$ cat config.mk
export PLATFORM = sky130hd
export DESIGN_NAME = fft_frame_writer_flat
export DESIGN_NICKNAME = d
export VERILOG_FILES = /design/src/rtl/fft_frame_writer_if.sv /design/src/rtl/fft_frame_writer.sv /design/src/flat_wrapper.sv
export SDC_FILE = /design/constraint.sdc
export NUM_CORES = 1
export LEC_CHECK = 0
export ABC_AREA = 1
export BUFFER_PORTS_ARGS = -buffer_cell sky130_fd_sc_hd__clkbuf_2
export CELL_PAD_IN_SITES_DETAIL_PLACEMENT = 2
export CELL_PAD_IN_SITES_GLOBAL_PLACEMENT = 2
export CORE_UTILIZATION = 30
export DETAILED_ROUTE_END_ITERATION = 8
export GPL_ROUTABILITY_DRIVEN = 0
export PLACE_DENSITY_LB_ADDON = 0.1
export SYNTH_ARGS = -nofsm -noshare
export SYNTH_HDL_FRONTEND = slang
export SYNTH_SLANG_ARGS = --single-unit
$ cat constraint.sdc
create_clock -name clk -period 3.1 [get_ports clk]
set_clock_uncertainty 0.2 [all_clocks]
set_input_delay 0.93 -clock clk [delete_from_list [all_inputs] [get_ports clk]]
set_output_delay 0.93 -clock clk [all_outputs]
set_load 0.02 [all_outputs]
$ cat src/rtl/fft_frame_writer_if.sv
// rtl/fft_frame_writer_if.sv - sample input, sample-RAM write port and FFT handshake of the frame writer
interface fft_frame_writer_if #(
  parameter int SAMPLE_WIDTH = 16,
  parameter int ADDR_BITS    = 10
);
  logic                    enable_i;
  logic [SAMPLE_WIDTH-1:0] sample_i;
  logic                    sample_valid_i;
  logic [ADDR_BITS-1:0]    buf_addr_o;
  logic [SAMPLE_WIDTH-1:0] buf_data_o;
  logic                    buf_wren_o;
  logic                    buf_sel_o;
  logic                    fft_start_o;
  logic                    fft_bank_o;
  logic                    fft_end_i;
  logic                    overrun_o;
  logic                    clear_overrun_i;

  modport master (
    output enable_i, sample_i, sample_valid_i, fft_end_i, clear_overrun_i,
    input  buf_addr_o, buf_data_o, buf_wren_o, buf_sel_o, fft_start_o, fft_bank_o, overrun_o
  );

  modport slave (
    input  enable_i, sample_i, sample_valid_i, fft_end_i, clear_overrun_i,
    output buf_addr_o, buf_data_o, buf_wren_o, buf_sel_o, fft_start_o, fft_bank_o, overrun_o
  );
endinterface

$ cat src/rtl/fft_frame_writer.sv
// rtl/fft_frame_writer.sv - collects samples into a ping-pong sample RAM and hands full banks to the FFT
module fft_frame_writer #(
  parameter int SAMPLE_WIDTH = 16,
  parameter int ADDR_BITS    = 10,
  parameter int BITREV       = 1
) (
  input logic               clk,
  input logic               rst,
  fft_frame_writer_if.slave bus
);
  typedef enum logic [1:0] {IDLE, FILL, HANDOFF, HOLD} state_t;

  state_t                  state, state_n;
  logic [ADDR_BITS-1:0]    cnt, cnt_n;
  logic [ADDR_BITS-1:0]    addr, addr_n;
  logic [SAMPLE_WIDTH-1:0] data, data_n;
  logic                    wren, wren_n;
  logic                    bank, bank_n;
  logic                    fft_bank, fft_bank_n;
  logic                    start, start_n;
  logic                    busy, busy_n;
  logic                    overrun, overrun_n;
  logic                    accept;
  logic                    drop;
  logic                    handoff;

  function automatic logic [ADDR_BITS-1:0] map_addr(input logic [ADDR_BITS-1:0] c);
    logic [ADDR_BITS-1:0] r;
    r = c;
    if (BITREV != 0) begin
      for (int i = 0; i < ADDR_BITS; i++) begin
        r[i] = c[ADDR_BITS-1-i];
      end
    end
    return r;
  endfunction

  always_ff @(posedge clk) begin
    if (rst) begin
      state    <= IDLE;
      cnt      <= '0;
      addr     <= '0;
      data     <= '0;
      wren     <= 1'b0;
      bank     <= 1'b0;
      fft_bank <= 1'b0;
      start    <= 1'b0;
      busy     <= 1'b0;
      overrun  <= 1'b0;
    end else begin
      state    <= state_n;
      cnt      <= cnt_n;
      addr     <= addr_n;
      data     <= data_n;
      wren     <= wren_n;
      bank     <= bank_n;
      fft_bank <= fft_bank_n;
      start    <= start_n;
      busy     <= busy_n;
      overrun  <= overrun_n;
    end
  end

  always_comb begin
    state_n    = state;
    cnt_n      = cnt;
    addr_n     = addr;
    data_n     = data;
    wren_n     = 1'b0;
    bank_n     = bank;
    fft_bank_n = fft_bank;
    start_n    = 1'b0;
    busy_n     = busy;
    overrun_n  = overrun;
    accept     = 1'b0;
    drop       = 1'b0;
    handoff    = 1'b0;

    case (state)
      IDLE: begin
        if (bus.enable_i) begin
          state_n = FILL;
          cnt_n   = '0;
        end
      end
      FILL: begin
        if (!bus.enable_i) begin
          state_n = IDLE;
        end else if (bus.sample_valid_i) begin
          accept = 1'b1;
          if (cnt == {ADDR_BITS{1'b1}}) begin
            state_n = HANDOFF;
          end
        end
      end
      HANDOFF: begin
        if (!bus.enable_i) begin
          state_n = IDLE;
        end else begin
          handoff = !busy || bus.fft_end_i;
          // only a successful handoff frees a bank for a sample arriving now
          if (handoff) begin
            accept = bus.sample_valid_i;
          end else begin
            state_n = HOLD;
            drop    = bus.sample_valid_i;
          end
        end
      end
      HOLD: begin
        if (!bus.enable_i) begin
          state_n = IDLE;
        end else begin
          handoff = bus.fft_end_i;
          drop    = bus.sample_valid_i;
        end
      end
      default: state_n = IDLE;
    endcase

    if (handoff) begin
      start_n    = 1'b1;
      fft_bank_n = bank;
      bank_n     = !bank;
      cnt_n      = '0;
      state_n    = FILL;
    end

    // in HANDOFF cnt has already wrapped to 0, so the same path writes sample 0
    if (accept) begin
      wren_n = 1'b1;
      addr_n = map_addr(cnt);
      data_n = bus.sample_i;
      cnt_n  = cnt + 1'b1;
    end

    if (start_n) begin
      busy_n = 1'b1;
    end else if (bus.fft_end_i) begin
      busy_n = 1'b0;
    end

    if (drop) begin
      overrun_n = 1'b1;
    end else if (bus.clear_overrun_i) begin
      overrun_n = 1'b0;
    end
  end

  assign bus.buf_addr_o  = addr;
  assign bus.buf_data_o  = data;
  assign bus.buf_wren_o  = wren;
  assign bus.buf_sel_o   = bank;
  assign bus.fft_start_o = start;
  assign bus.fft_bank_o  = fft_bank;
  assign bus.overrun_o   = overrun;
endmodule

$ cat src/flat_wrapper.sv
// flat-port wrapper written by rule: the top's interface ports become plain ports
module fft_frame_writer_flat 
#(
  parameter int SAMPLE_WIDTH = 16,
  parameter int ADDR_BITS    = 10,
  parameter int BITREV       = 1
)
  (clk, rst, bus_enable_i, bus_sample_i, bus_sample_valid_i, bus_fft_end_i, bus_clear_overrun_i, bus_buf_addr_o, bus_buf_data_o, bus_buf_wren_o, bus_buf_sel_o, bus_fft_start_o, bus_fft_bank_o, bus_overrun_o);
  fft_frame_writer_if #(.SAMPLE_WIDTH(SAMPLE_WIDTH), .ADDR_BITS(ADDR_BITS)) bus_i ();
  input logic clk;
  input logic rst;
  input wire logic [$bits(bus_i.enable_i)-1:0] bus_enable_i;
  input wire logic [$bits(bus_i.sample_i)-1:0] bus_sample_i;
  input wire logic [$bits(bus_i.sample_valid_i)-1:0] bus_sample_valid_i;
  input wire logic [$bits(bus_i.fft_end_i)-1:0] bus_fft_end_i;
  input wire logic [$bits(bus_i.clear_overrun_i)-1:0] bus_clear_overrun_i;
  output wire logic [$bits(bus_i.buf_addr_o)-1:0] bus_buf_addr_o;
  output wire logic [$bits(bus_i.buf_data_o)-1:0] bus_buf_data_o;
  output wire logic [$bits(bus_i.buf_wren_o)-1:0] bus_buf_wren_o;
  output wire logic [$bits(bus_i.buf_sel_o)-1:0] bus_buf_sel_o;
  output wire logic [$bits(bus_i.fft_start_o)-1:0] bus_fft_start_o;
  output wire logic [$bits(bus_i.fft_bank_o)-1:0] bus_fft_bank_o;
  output wire logic [$bits(bus_i.overrun_o)-1:0] bus_overrun_o;
  assign bus_i.enable_i = bus_enable_i;
  assign bus_i.sample_i = bus_sample_i;
  assign bus_i.sample_valid_i = bus_sample_valid_i;
  assign bus_i.fft_end_i = bus_fft_end_i;
  assign bus_i.clear_overrun_i = bus_clear_overrun_i;
  assign bus_buf_addr_o = bus_i.buf_addr_o;
  assign bus_buf_data_o = bus_i.buf_data_o;
  assign bus_buf_wren_o = bus_i.buf_wren_o;
  assign bus_buf_sel_o = bus_i.buf_sel_o;
  assign bus_fft_start_o = bus_i.fft_start_o;
  assign bus_fft_bank_o = bus_i.fft_bank_o;
  assign bus_overrun_o = bus_i.overrun_o;
  fft_frame_writer #(.SAMPLE_WIDTH(SAMPLE_WIDTH), .ADDR_BITS(ADDR_BITS), .BITREV(BITREV)) u_core (.clk(clk), .rst(rst), .bus(bus_i));
endmodule
**Word-level counts from Yosys, hierarchy flattened**

Index checks and enable logic that the tools add are counted.

- Bits in registers: 44
- Bits of input ports: 22
- Output and inout bits: 31

- Add/subtract/negate cells: 1
- Multiplexer cells: 31
- Eq/ne operators: 14
- Reduce and logical (&&, ||, !) cells: 12

Operators with widths:

| operator | number |
|---|---|
| $mux W10 | 4 |
| $mux W1 | 16 |
| $mux W2 | 7 |
| $add A10 B1 Y10 const B | 1 |
| $eq A10 B10 Y1 const B | 1 |
| $reduce_and A5 Y1 | 2 |
| $ne A3 B2 Y1 const B | 3 |
| $ne A4 B3 Y1 const B | 2 |
| $pmux W2 S4 | 1 |
| $ne A3 B3 Y1 const B | 2 |
| $pmux W1 S2 | 3 |
| $reduce_bool A3 Y1 | 2 |
| $eq A2 B2 Y1 const B | 2 |
| $ne A2 B2 Y1 const B | 2 |
| $ne A4 B2 Y1 const B | 1 |
| $reduce_bool A2 Y1 | 2 |
| $eq A2 B1 Y1 const B | 1 |
| $logic_not A1 Y1 | 2 |
| $logic_not A2 Y1 | 1 |
| $reduce_and A2 Y1 | 1 |
| $reduce_or A2 Y1 | 1 |
| $logic_or A1 B1 Y1 | 1 |

**Longest topological paths before layout**

Gate-level depths: netlist (run 1).

- Word-level depth: 7
- Mapped depth: 11
- Depth with buffers taken out: 10

**Least setup slack after synthesis (run 1)**

Ideal clock, no wire load.

- Kind: input port to flip-flop
- Start: input bus_enable_i
- End: register u_core.cnt[4]
- Cell stages on the path: 8
- Path buffers: 2
- Arrival: 1.716 ns
- Data required time: 2.830 ns
- Slack: 1.113 ns
- Path through: buf_4 > nand2_4 > inv_2 > nand2_2 > a21oi_4 > buf_4 > nand3_1 > a21oi_1

- Word-level cells in the longest chain between the ends: 4
- Elaborated cells between the ends (all ways): 11

Ends and longest elaborated chain:

| what | RTL line | text |
|---|---|---|
| from (decl) | flat_wrapper.sv:12 | `input wire logic [$bits(bus_i.enable_i)-1:0] bus_enable_i;` |
| $mux W1, on equally long branches | fft_frame_writer.sv:111, fft_frame_writer.sv:87, fft_frame_writer.sv:97 |  |
| $pmux W1 S2 | fft_frame_writer.sv:79 | `case (state)` |
| $reduce_bool A3 Y1 (no line) / $mux W10 (equally long branches) | - |  |
| $reduce_and A2 Y1 (no line) / $mux W10 (equally long branches) | - |  |
| to (signal assigned) | fft_frame_writer.sv:52 | `cnt <= cnt_n;` |
| to (decl) | fft_frame_writer.sv:14 | `logic [ADDR_BITS-1:0] cnt, cnt_n;` |

Several ways; a longest one is shown, not always the timed one.
A chain may end at the register's enable or synchronous reset.

**Worst setup path after layout (run 1)**

- Start: input bus_enable_i
- End: register u_core.cnt[3]

Same word-level chain as after synthesis.

==> results.md, run 1 <==
* Skew-Pair Late Insertion Delay at roughly 0.30 ns
* Post-layout net count at 338
* 1st-pass router iterations at 4
* Die area at 0.00679 mm²
* Number of buffers created by CTS at 5
* Maximum clock insertion buffer count at 2
* Max H-tree Level at 2
* Count of different cell masters after synthesis at 25
* Crit Path Max Fanout at 31
* Clock period minus worst slack at 2.40 ns
* Tightest Pin Transition at about 0.67 ns
* Number of maximum-capacitance constraint violations at 0
* Aggregate negative setup slack at 0 ns
* Critical Path AT at 2.43 ns
* Via count of the first global-routing pass at 1984
* Total routing resource utilization after global routing at approximately 18%
* Std-Cell Rows at 28
* Pin count of the biggest net entering global routing at 42
* Remaining max-slew budget at the tightest pin at 55.5%
* Hold-fix buffers at CTS at 0
* Fmax achieved at 0.417 GHz
* Kind of capture point of the worst setup path: flip-flop
* Drt wl/cell at between 10 and 15 µm
* Number of antenna violations at the first check in global routing at 0
* Number of clock sinks at 44
* Antenna-violating nets left at 0
* Postcts setup bufs at 0
* RSZ-0062 raised after global routing: false
* Critical path data required time at 3.13 ns
* Number of DRC markers after the initial detailed-route iteration at 87
* Post-layout total power at 1.55 mW
* # port buffers at 52
* Post-synthesis instance area at between 0.0015 and 0.002 mm²
* Clock tree from TritonCTS: yes
* Worst VDD drop at roughly 0.00026 V
* Root buffer selected by CTS: sky130_fd_sc_hd__clkbuf_8
* Startpoint kind of the worst setup timing path: input pin
* Post-synthesis net count at roughly 290
* Part of the cycle the worst path needs at around 77%
* Vias per cell at 4.94
* Number of top-level pins at 53
* Worst-path clk slew at approximately 0.090 ns
* Worst hold path type: flip-flop to flip-flop
* Register area share after synthesis at 45.4%
* Synthesized instance count at 260
* Warnings from Yosys at 0
* Setup violators final at 0
* Synth top area share at 45.4%
* Total number of vias at about 1900
* Number of inserted diodes at 0
* Number of hold violations in the final report at 0
* First-pass GRT wire length at 9410 µm
* Pwr per Cell Area at between 600 and 700 mW/mm²
* Layout cells sized above 1 at 22.6%
* Initial Util at a little under a third
* Die outline height at 82.4 µm
* Synth area leaders: sky130_fd_sc_hd__dfxtp_1, sky130_fd_sc_hd__nor2_1, sky130_fd_sc_hd__o21ai_0
* Static leakage at 1.10 nW
* Standard cell core area at ~0.006 mm²
* Synthesized area per cell at 7.45 µm²
* Critical setup path kind: input pin to flip-flop
* Area overhead of the layout relative to synthesis at 20.1%
* Outcome: completed
* DRC violation count after routing at 0
* DRT Wirelength at about 5600 µm
* Pins over their slew limit at 0
* HPWL after DPL at 3920 µm
* Number of cells upsized or downsized after cts at 0
* Final Hold Slack at 0.253 ns
* Number of storage elements in the synthesis netlist at 44
* Die Span X at 82.4 µm
* Global-route congestion overflow total at 0
* Dominant cell type by area after synthesis: sky130_fd_sc_hd__dfxtp_1
-- cells in the mapped netlist, drive strengths merged --
| master | number |
|---|---|
| ha | 7 |
| clkbuf | 3 |
| nor2 | 52 |
| o22ai | 1 |
| nand3 | 15 |
| dfxtp | 44 |
| o21ai | 30 |
| o211ai | 1 |
| or2 | 1 |
| nor3 | 1 |
| buf | 10 |
| nand4 | 10 |
| nand2 | 41 |
| inv | 20 |
| a21oi | 23 |
| a211oi | 1 |
-- power by group --
part | internal, mW | total [mW] | leakage (nW) | switching [mW]
clock network | 0.161 | 0.370 | 0.0414 | 0.209
logic | 0.156 | 0.490 | 0.706 | 0.334
registers | 0.638 | 0.686 | 0.356 | 0.0481
total | 0.955 | 1.55 | 1.10 | 0.592
-- stage by stage --
stage | cell area (µm²) | worst slack [ns] | utilization [%] | cells
floorplan | 1940 | 1.11 | - | 260
finish | 2330 | 0.700 | 38.4 | 385
global placement | 2240 | 0.475 | 36.9 | 377
global route | 2330 | 0.473 | 38.4 | 385
CTS | 2330 | 0.655 | 38.4 | 385
detailed placement | 2240 | 0.387 | 36.9 | 377
-- state kept, by name, indices dropped and copies added (netlist names) --
signal	cells
u_core.state	2
u_core.bus.fft_bank_o	1
u_core.busy	1
u_core.bus.buf_addr_o	10
u_core.bus.buf_data_o	16
u_core.bus.buf_wren_o	1
u_core.bus.buf_sel_o	1
u_core.bus.overrun_o	1
u_core.bus.fft_start_o	1
u_core.cnt	10
-- layer usage --
metal	track usage, %	wire, µm
met4	5.26	67
met1	22.5	2640
met2	32.2	2670
met3	3.85	222
met5	0	0
-- critical path, cell delays in order --
cell and delay, ns:
sky130_fd_sc_hd__clkbuf_2 0.18, sky130_fd_sc_hd__nand2_4 0.09, sky130_fd_sc_hd__inv_2 0.06, sky130_fd_sc_hd__nand2_2 0.07, sky130_fd_sc_hd__nand2_1 0.08, sky130_fd_sc_hd__nand3_2 0.51
sky130_fd_sc_hd__nor2_1 0.28, sky130_fd_sc_hd__nand2_1 0.07, sky130_fd_sc_hd__a21oi_1 0.14
-- placed cells by master, fill, tap and decap left out, types with 3 or more instances in the layout --
master,synthesis,final
sky130_fd_sc_hd__a21oi_1,22,22
sky130_fd_sc_hd__buf_4,4,3
sky130_fd_sc_hd__clkbuf_2,0,52
sky130_fd_sc_hd__clkbuf_8,0,5
sky130_fd_sc_hd__dfxtp_1,44,44
sky130_fd_sc_hd__ha_1,7,7
sky130_fd_sc_hd__inv_1,19,19
sky130_fd_sc_hd__nand2_1,39,39
sky130_fd_sc_hd__nand3_1,14,14
sky130_fd_sc_hd__nand4_1,10,10
sky130_fd_sc_hd__nor2_1,51,51
sky130_fd_sc_hd__o21ai_0,30,30
-- final timing paths --
| path | to | slack [ns] | from | cells past startpoint |
|---|---|---|---|---|
| max | u_core.cnt[3] | 0.70 | bus_enable_i | 9 |
| min | u_core.bus.fft_bank_o | 0.25 | u_core.bus.fft_bank_o | 2 |
| max reg2reg | u_core.cnt[3] | 0.79 | u_core.state[0] | 10 |
| min reg2reg | u_core.bus.fft_bank_o | 0.25 | u_core.bus.fft_bank_o | 2 |
-- cell type report --
| type | instances | area (µm²) |
|---|---|---|
| Clock buffer | 6 | 72.6 |
| Fill cell | 736 | 3730 |
| Sequential cell | 44 | 881 |
| Clock inverter | 2 | 16.3 |
| Multi-Input combinational cell | 183 | 906 |
| Inverter | 20 | 75.1 |
| Tap cell | 75 | 93.8 |
| Timing Repair Buffer | 55 | 283 |
-- cell families after synthesis --
family / share of synthesized area (%)
DFF: 45.4
adders and majority gates: 4.52
and+or+nand+nor: 26.6
buffers and inverters: 7.81
AOI/OAI and AO/OA: 15.6
No activity file was read; power rests on OpenSTA's default activity.
==> run 2: changes to the inputs <==
--- a/config.mk
+++ b/config.mk
@@ -9,7 +9,7 @@
 export BUFFER_PORTS_ARGS = -buffer_cell sky130_fd_sc_hd__clkbuf_2
 export CELL_PAD_IN_SITES_DETAIL_PLACEMENT = 2
 export CELL_PAD_IN_SITES_GLOBAL_PLACEMENT = 2
-export CORE_UTILIZATION = 30
+export CORE_UTILIZATION = 25
 export DETAILED_ROUTE_END_ITERATION = 8
 export GPL_ROUTABILITY_DRIVEN = 0
 export PLACE_DENSITY_LB_ADDON = 0.1
==> constraint.sdc (replaced) <==
create_clock -name clk -period 2.05 [get_ports clk]
set_clock_uncertainty 0.2 [all_clocks]
set_input_delay 0.615 -clock clk [delete_from_list [all_inputs] [get_ports clk]]
set_output_delay 0.615 -clock clk [all_outputs]
set_load 0.02 [all_outputs]
==> results.md, run 2 (synthesized netlist as in run 1, its figures left out) <==
* Aggregate negative setup slack at 0 ns (unchanged)
* Number of clock sinks at 44 (unchanged)
* Critical Path AT at 1.84 ns (was 2.43 ns)
* Clock period minus worst slack at 1.81 ns
* Std-Cell Rows at 31 (was 28)
* Clock tree from TritonCTS: yes (unchanged)
* Pin count of the biggest net entering global routing at 42 (unchanged)
* Tightest Pin Transition at 0.392 ns (was 0.667 ns)
* Number of top-level pins at 53 (unchanged)
* Root buffer selected by CTS: sky130_fd_sc_hd__clkbuf_8 (unchanged)
* Layout cells sized above 1 at 24.4% (was 22.6%)
* Die outline height at 90.0 µm (was 82.4 µm)
* Worst reg2reg startpoint: u_core.state[0] (unchanged)
* Post-layout net count at 344 (was 338)
* Most frequent cells in the layout: sky130_fd_sc_hd__clkbuf_2, sky130_fd_sc_hd__nor2_1, sky130_fd_sc_hd__dfxtp_1 (unchanged)
* Antenna-violating nets left at 0 (unchanged)
* Critical Path End: u_core.cnt[6] (was u_core.cnt[3])
* Total number of vias at 1920 (was 1901)
* Max reg flops at 16 (unchanged)
* R2r setup slk at 0.24 ns (was 0.79 ns)
* Static leakage at 1.15 nW (was 1.10 nW)
* Pins over their slew limit at 0 (unchanged)
* Final setup slack of the worst path at 0.244 ns (was 0.700 ns)
* Total routing resource utilization after global routing at 14.9% (was 18.4%)
* Worst hold path type: flip-flop to flip-flop (unchanged)
* Drt wl/cell at 13.8 µm (was 14.6 µm)
* Finished Core Util at 33.0% (was 38.4%)
* Remaining max-slew budget at the tightest pin at 73.8% (was 55.5%)
* Part of the cycle the worst path needs at 88.1%
* Detailed route wirelength on metal2 at 2640 µm (was 2670 µm)
* Via count of the first global-routing pass at 2089 (was 1984)
* Most numerous cell on the critical path: sky130_fd_sc_hd__nor2_1 (was sky130_fd_sc_hd__nand2_1)
* Master of the slowest instance on the critical path: sky130_fd_sc_hd__dfxtp_2 (was sky130_fd_sc_hd__nand3_2)
* Met1 Wirelength at 2760 µm (was 2640 µm)
* Outcome: completed (unchanged)
* Standard cell core area at 0.00737 mm² (was 0.00606 mm²)
* HPWL after DPL at 4080 µm (was 3920 µm)
* Worst Hold Launch: u_core.bus.fft_bank_o (unchanged)
* Setup violators final at 0 (unchanged)
* Number of DRC markers after the initial detailed-route iteration at 56 (was 87)
* Startpoint kind of the worst setup timing path: flip-flop (was input pin)
* Number of maximum-capacitance constraint violations at 0 (unchanged)
* Top layer in use: met4 (unchanged)
* Worst-path clk slew at 0.09 ns (about the same)
* Length in cells of the worst reg-to-reg path at 8 (was 10)
* Number of hold violations in the final report at 0 (unchanged)
* Initial Util at 26.3% (was 32.0%)
* Crit Path Max Fanout at 11 (was 31)
* Most frequent standard cell in the layout excluding fill and tap cells: sky130_fd_sc_hd__clkbuf_2 (unchanged)
* DRC violation count after routing at 0 (unchanged)
* Critical path data required time at 2.08 ns (was 3.13 ns)
* Hold-fix buffers at CTS at 0 (unchanged)
* Kind of capture point of the worst setup path: flip-flop (unchanged)
* Cells traversed along the worst timing path: inv_1 -> ha_1 -> nor2_1 -> nor2_1 -> nand2_1 -> buf_4 -> nand4_1 -> a21oi_1 (was clkbuf_2 -> nand2_4 -> inv_2 -> nand2_2 -> nand2_1 -> nand3_2 -> nor2_1 -> nand2_1 -> a21oi_1)
* Postcts setup bufs at 0 (unchanged)
* Pwr per Cell Area at 966 mW/mm² (was 665 mW/mm²)
* Number of cells upsized or downsized after cts at 0 (unchanged)
* Dpl ws at 0.141 ns (was 0.387 ns)
* 1st-pass router iterations at 4 (unchanged)
* Delay contributed by the slowest stage of the critical path at 0.38 ns (was 0.51 ns)
* Post-route design area at 0.00243 mm² (was 0.00233 mm²)
* Die area at 0.00811 mm² (was 0.00679 mm²)
* Reg-to-reg endpoint: u_core.cnt[6] (was u_core.cnt[3])
* Length of routed met3 wiring at 278 µm (was 222 µm)
* Die Span X at 90.0 µm (was 82.4 µm)
* Placed cell area at 0.00235 mm² (was 0.00224 mm²)
* Area overhead of the layout relative to synthesis at 25.6% (was 20.1%)
* Worst VDD drop at 0.000240 V (was 0.000260 V)
* Maximum clock insertion buffer count at 2 (unchanged)
* Buf+Inv Stages, Crit Path at 2 (unchanged)
* Critical Path Stages at 8 (was 9)
* Fmax achieved at 0.554 GHz
* Max H-tree Level at 2 (unchanged)
* Vias per cell at 4.64 (was 4.94)
* Critical setup path kind: flip-flop to flip-flop (was input pin to flip-flop)
* Number of inserted diodes at 0 (unchanged)
* Number of buffers created by CTS at 5 (unchanged)
* # port buffers at 52 (unchanged)
* RSZ-0062 raised after global routing: false (unchanged)
* Start point of the critical path: u_core.state[0] (was bus_enable_i)
* Family with the most delay on the worst path: simple AND/OR/NAND/NOR gates (unchanged)
* Skew-Pair Late Insertion Delay at 0.30 ns (about the same)
* DRT Wirelength at 5720 µm (was 5600 µm)
* Global-route congestion overflow total at 0 (unchanged)
* First-pass GRT wire length at 9780 µm (was 9410 µm)
* Number of antenna violations at the first check in global routing at 0 (unchanged)
## run 2: how the worst min path moves through the flow
stage          depth (start not counted)                        to  slack (ns)
2_1_floorplan                          2  u_core.bus.buf_addr_o[4]        0.26
3_3_place_gp                           2     u_core.bus.fft_bank_o        0.23
3_5_place_dp                           2     u_core.bus.fft_bank_o        0.25
4_1_cts                                2     u_core.bus.fft_bank_o        0.27
5_1_grt                                2     u_core.bus.fft_bank_o        0.31
6_report                               2     u_core.bus.fft_bank_o        0.26
## run 2: worst reg2reg max path, stage by stage (launching register included)
cell and delay, ns:
sky130_fd_sc_hd__dfxtp_2 0.38, sky130_fd_sc_hd__inv_1 0.09, sky130_fd_sc_hd__ha_1 0.25, sky130_fd_sc_hd__nor2_1 0.11, sky130_fd_sc_hd__nor2_1 0.05, sky130_fd_sc_hd__nand2_1 0.14, sky130_fd_sc_hd__buf_4 0.23, sky130_fd_sc_hd__nand4_1 0.14
sky130_fd_sc_hd__a21oi_1 0.16
## run 2: metrics by stage
stage | cells | total power [mW] | hold WS [ns]
finish | 414 | 2.35 | 0.259
detailed placement | 407 | 1.85 | 0.251
floorplan | 260 | 1.57 | 0.258
global route | 414 | 2.54 | 0.309
CTS | 414 | 2.41 | 0.267
global placement | 407 | 1.83 | 0.230
## run 2: where the power goes
group | switching (mW) | internal, mW
Combinational | 0.512 | 0.262
Clock | 0.311 | 0.232
Sequential | 0.0688 | 0.967
Total | 0.891 | 1.46
## run 2: layout make-up
class | instances | area (µm²)
Clock buffer | 5 | 68.8
Clock inverter | 2 | 12.5
Fill cell | 906 | 4940
Inverter | 20 | 75.1
Multi-Input combinational cell | 183 | 906
Sequential cell | 44 | 882
Tap cell | 99 | 124
Timing Repair Buffer | 61 | 365
## run 2: layer usage
metal / vias to the layer above / track usage, %
met4: 0 / 4.84
met5: - / 0
li1: 955 / -
met2: 41 / 24.2
met1: 922 / 19.5
met3: 2 / 3.47
==> run 3: changes to the inputs <==
--- a/config.mk
+++ b/config.mk
@@ -13,6 +13,7 @@
 export DETAILED_ROUTE_END_ITERATION = 8
 export GPL_ROUTABILITY_DRIVEN = 0
 export PLACE_DENSITY_LB_ADDON = 0.1
+export RECOVER_POWER = 50
 export SYNTH_ARGS = -nofsm -noshare
 export SYNTH_HDL_FRONTEND = slang
 export SYNTH_SLANG_ARGS = --single-unit
==> results.md, run 3 (synthesized netlist as in run 1, its figures left out) <==
* 1st-pass router iterations at 4 (unchanged)
* Worst VDD drop at 0.000241 V (was 0.000240 V)
* Delay contributed by the slowest stage of the critical path at 0.38 ns (about the same)
* Worst-path clk slew at 0.09 ns (about the same)
* Critical path data required time at 2.08 ns (about the same)
* Clock tree from TritonCTS: yes (unchanged)
* First-pass GRT wire length at 9780 µm (unchanged)
* Worst hold path type: flip-flop to flip-flop (unchanged)
* DRC violation count after routing at 0 (unchanged)
* Critical Path AT at 1.84 ns (about the same)
* Start point of the critical path: u_core.state[0] (unchanged)
* Kind of capture point of the worst setup path: flip-flop (unchanged)
* Critical Path Stages at 8 (unchanged)
* Via count of the first global-routing pass at 2089 (unchanged)
* Max reg flops at 16 (unchanged)
* Setup violators final at 0 (unchanged)
* Die area at 0.00811 mm² (unchanged)
* # port buffers at 52 (unchanged)
* Crit Path Max Fanout at 11 (unchanged)
* Pins over their slew limit at 0 (unchanged)
* Global-route congestion overflow total at 0 (unchanged)
* Remaining max-slew budget at the tightest pin at 73.8% (unchanged)
* Outcome: completed (unchanged)
* Most frequent cells in the layout: sky130_fd_sc_hd__nor2_1, sky130_fd_sc_hd__dfxtp_1, sky130_fd_sc_hd__nand2_1 (was sky130_fd_sc_hd__clkbuf_2, sky130_fd_sc_hd__nor2_1, sky130_fd_sc_hd__dfxtp_1)
* Drt wl/cell at 13.8 µm (about the same)
* Pwr per Cell Area at 972 mW/mm² (was 966 mW/mm²)
* Pin count of the biggest net entering global routing at 42 (unchanged)
* Post-layout net count at 344 (unchanged)
* Dpl ws at 0.141 ns (unchanged)
* Standard cell core area at 0.00737 mm² (unchanged)
* Vias per cell at 4.63 (was 4.64)
* Clock period minus worst slack at 1.81 ns (about the same)
* Number of hold violations in the final report at 0 (unchanged)
* Maximum clock insertion buffer count at 2 (unchanged)
* HPWL after DPL at 4080 µm (unchanged)
* Number of clock sinks at 44 (unchanged)
* RSZ-0062 raised after global routing: false (unchanged)
* Root buffer selected by CTS: sky130_fd_sc_hd__clkbuf_8 (unchanged)
* Number of maximum-capacitance constraint violations at 0 (unchanged)
* Part of the cycle the worst path needs at 88.1% (about the same)
* Most frequent standard cell in the layout excluding fill and tap cells: sky130_fd_sc_hd__nor2_1 (was sky130_fd_sc_hd__clkbuf_2)
* Fmax achieved at 0.554 GHz (about the same)
* Final setup slack of the worst path at 0.244 ns (about the same)
* Layout cells sized above 1 at 14.6% (was 24.4%)
* Critical setup path kind: flip-flop to flip-flop (unchanged)
* Initial Util at 26.3% (unchanged)
* Die Span X at 90.0 µm (unchanged)
* Startpoint kind of the worst setup timing path: flip-flop (unchanged)
* Filler cells at 911 (was 906)
* Buf+Inv Stages, Crit Path at 2 (unchanged)
* Total routing resource utilization after global routing at 14.9% (unchanged)
* Master of the slowest instance on the critical path: sky130_fd_sc_hd__dfxtp_2 (unchanged)
* Family with the most delay on the worst path: simple AND/OR/NAND/NOR gates (unchanged)
* Number of DRC markers after the initial detailed-route iteration at 57 (was 56)
* Tightest Pin Transition at 0.392 ns (unchanged)
* Worst Hold Launch: u_core.bus.fft_bank_o (unchanged)
* DRT Wirelength at 5710 µm (was 5720 µm)
* Skew-Pair Late Insertion Delay at 0.29 ns (was 0.30 ns)
* Number of antenna violations at the first check in global routing at 0 (unchanged)
* Length in cells of the worst reg-to-reg path at 8 (unchanged)
* Area overhead of the layout relative to synthesis at 23.6% (was 25.6%)
* Die outline height at 90.0 µm (unchanged)
* Static leakage at 1.04 nW (was 1.15 nW)
* Cells on Worst Hold Path at 2 (unchanged)
* Number of inserted diodes at 0 (unchanged)
* Worst reg2reg startpoint: u_core.state[0] (unchanged)
* Antenna-violating nets left at 0 (unchanged)
* Most numerous cell on the critical path: sky130_fd_sc_hd__nor2_1 (unchanged)
* Aggregate negative setup slack at 0 ns (unchanged)
* Total number of vias at 1915 (was 1920)
* Number of top-level pins at 53 (unchanged)
* Max H-tree Level at 2 (unchanged)
* Std-Cell Rows at 31 (unchanged)
* Cells traversed along the worst timing path: inv_1 -> ha_1 -> nor2_1 -> nor2_1 -> nand2_1 -> buf_4 -> nand4_1 -> a21oi_1 (unchanged)
* Number of buffers created by CTS at 5 (unchanged)
* Final Hold Slack at 0.258 ns (was 0.259 ns)
-- run 3: cell counts in the layout (fill, tap and decap cells not counted) --
Identical to the previous run, type by type.
-- run 3: final timing paths --
| path | slack (ns) | endpoint |
|---|---|---|
| setup reg to reg | 0.24 | u_core.cnt[6] |
| hold / removal | 0.26 | u_core.bus.fft_bank_o |
| setup / recovery | 0.24 | u_core.cnt[6] |
| hold reg to reg | 0.26 | u_core.bus.fft_bank_o |
-- run 3: tightest hold or removal path: cells and delay by family, from the launching register on --
family           cells  cell delay, ns
flip-flops           1            0.32
AND/OR/NAND/NOR      2            0.10
-- run 3: repair_timing --
item | CTS | global route
hold buffers | 0 | 0
buffers inserted | 0 | 0
gates resized for setup | 0 | 1
endpoints found under the setup margin | 0 | 2
-- run 3: stage by stage --
step	util, %	std cells	total power [mW]	cell area [µm²]
3_5_place_dp	31.9	407	1.85	2350
3_3_place_gp	31.9	407	1.83	2350
5_1_grt	32.5	414	2.52	2390
2_1_floorplan	-	260	1.57	1940
6_report	32.5	414	2.33	2390
4_1_cts	33.0	414	2.41	2430
-- run 3: routing by layer --
layer	GRT usage (%)	up-vias	routed length, µm
li1	-	957	-
met1	19.5	915	2760
met2	24.2	41	2640
met3	3.47	2	274
met4	4.84	0	35
met5	0	-	0
-- run 3: area by class of cell --
class / count / area (µm²) / share of cell area, %
well taps: 99 / 124 / 5.17
flip-flops and latches: 44 / 882 / 36.8
clock inverters: 2 / 12.5 / 0.522
inverters: 20 / 75.1 / 3.13
clock buffers: 5 / 68.8 / 2.87
repair buffers: 61 / 327 / 13.6
multi-input cells: 183 / 906 / 37.8
-- run 3: where the power goes --
part | switching (mW) | internal [mW]
Sequential | 0.0681 | 0.967
Clock | 0.310 | 0.232
Combinational | 0.512 | 0.240
Total | 0.890 | 1.44
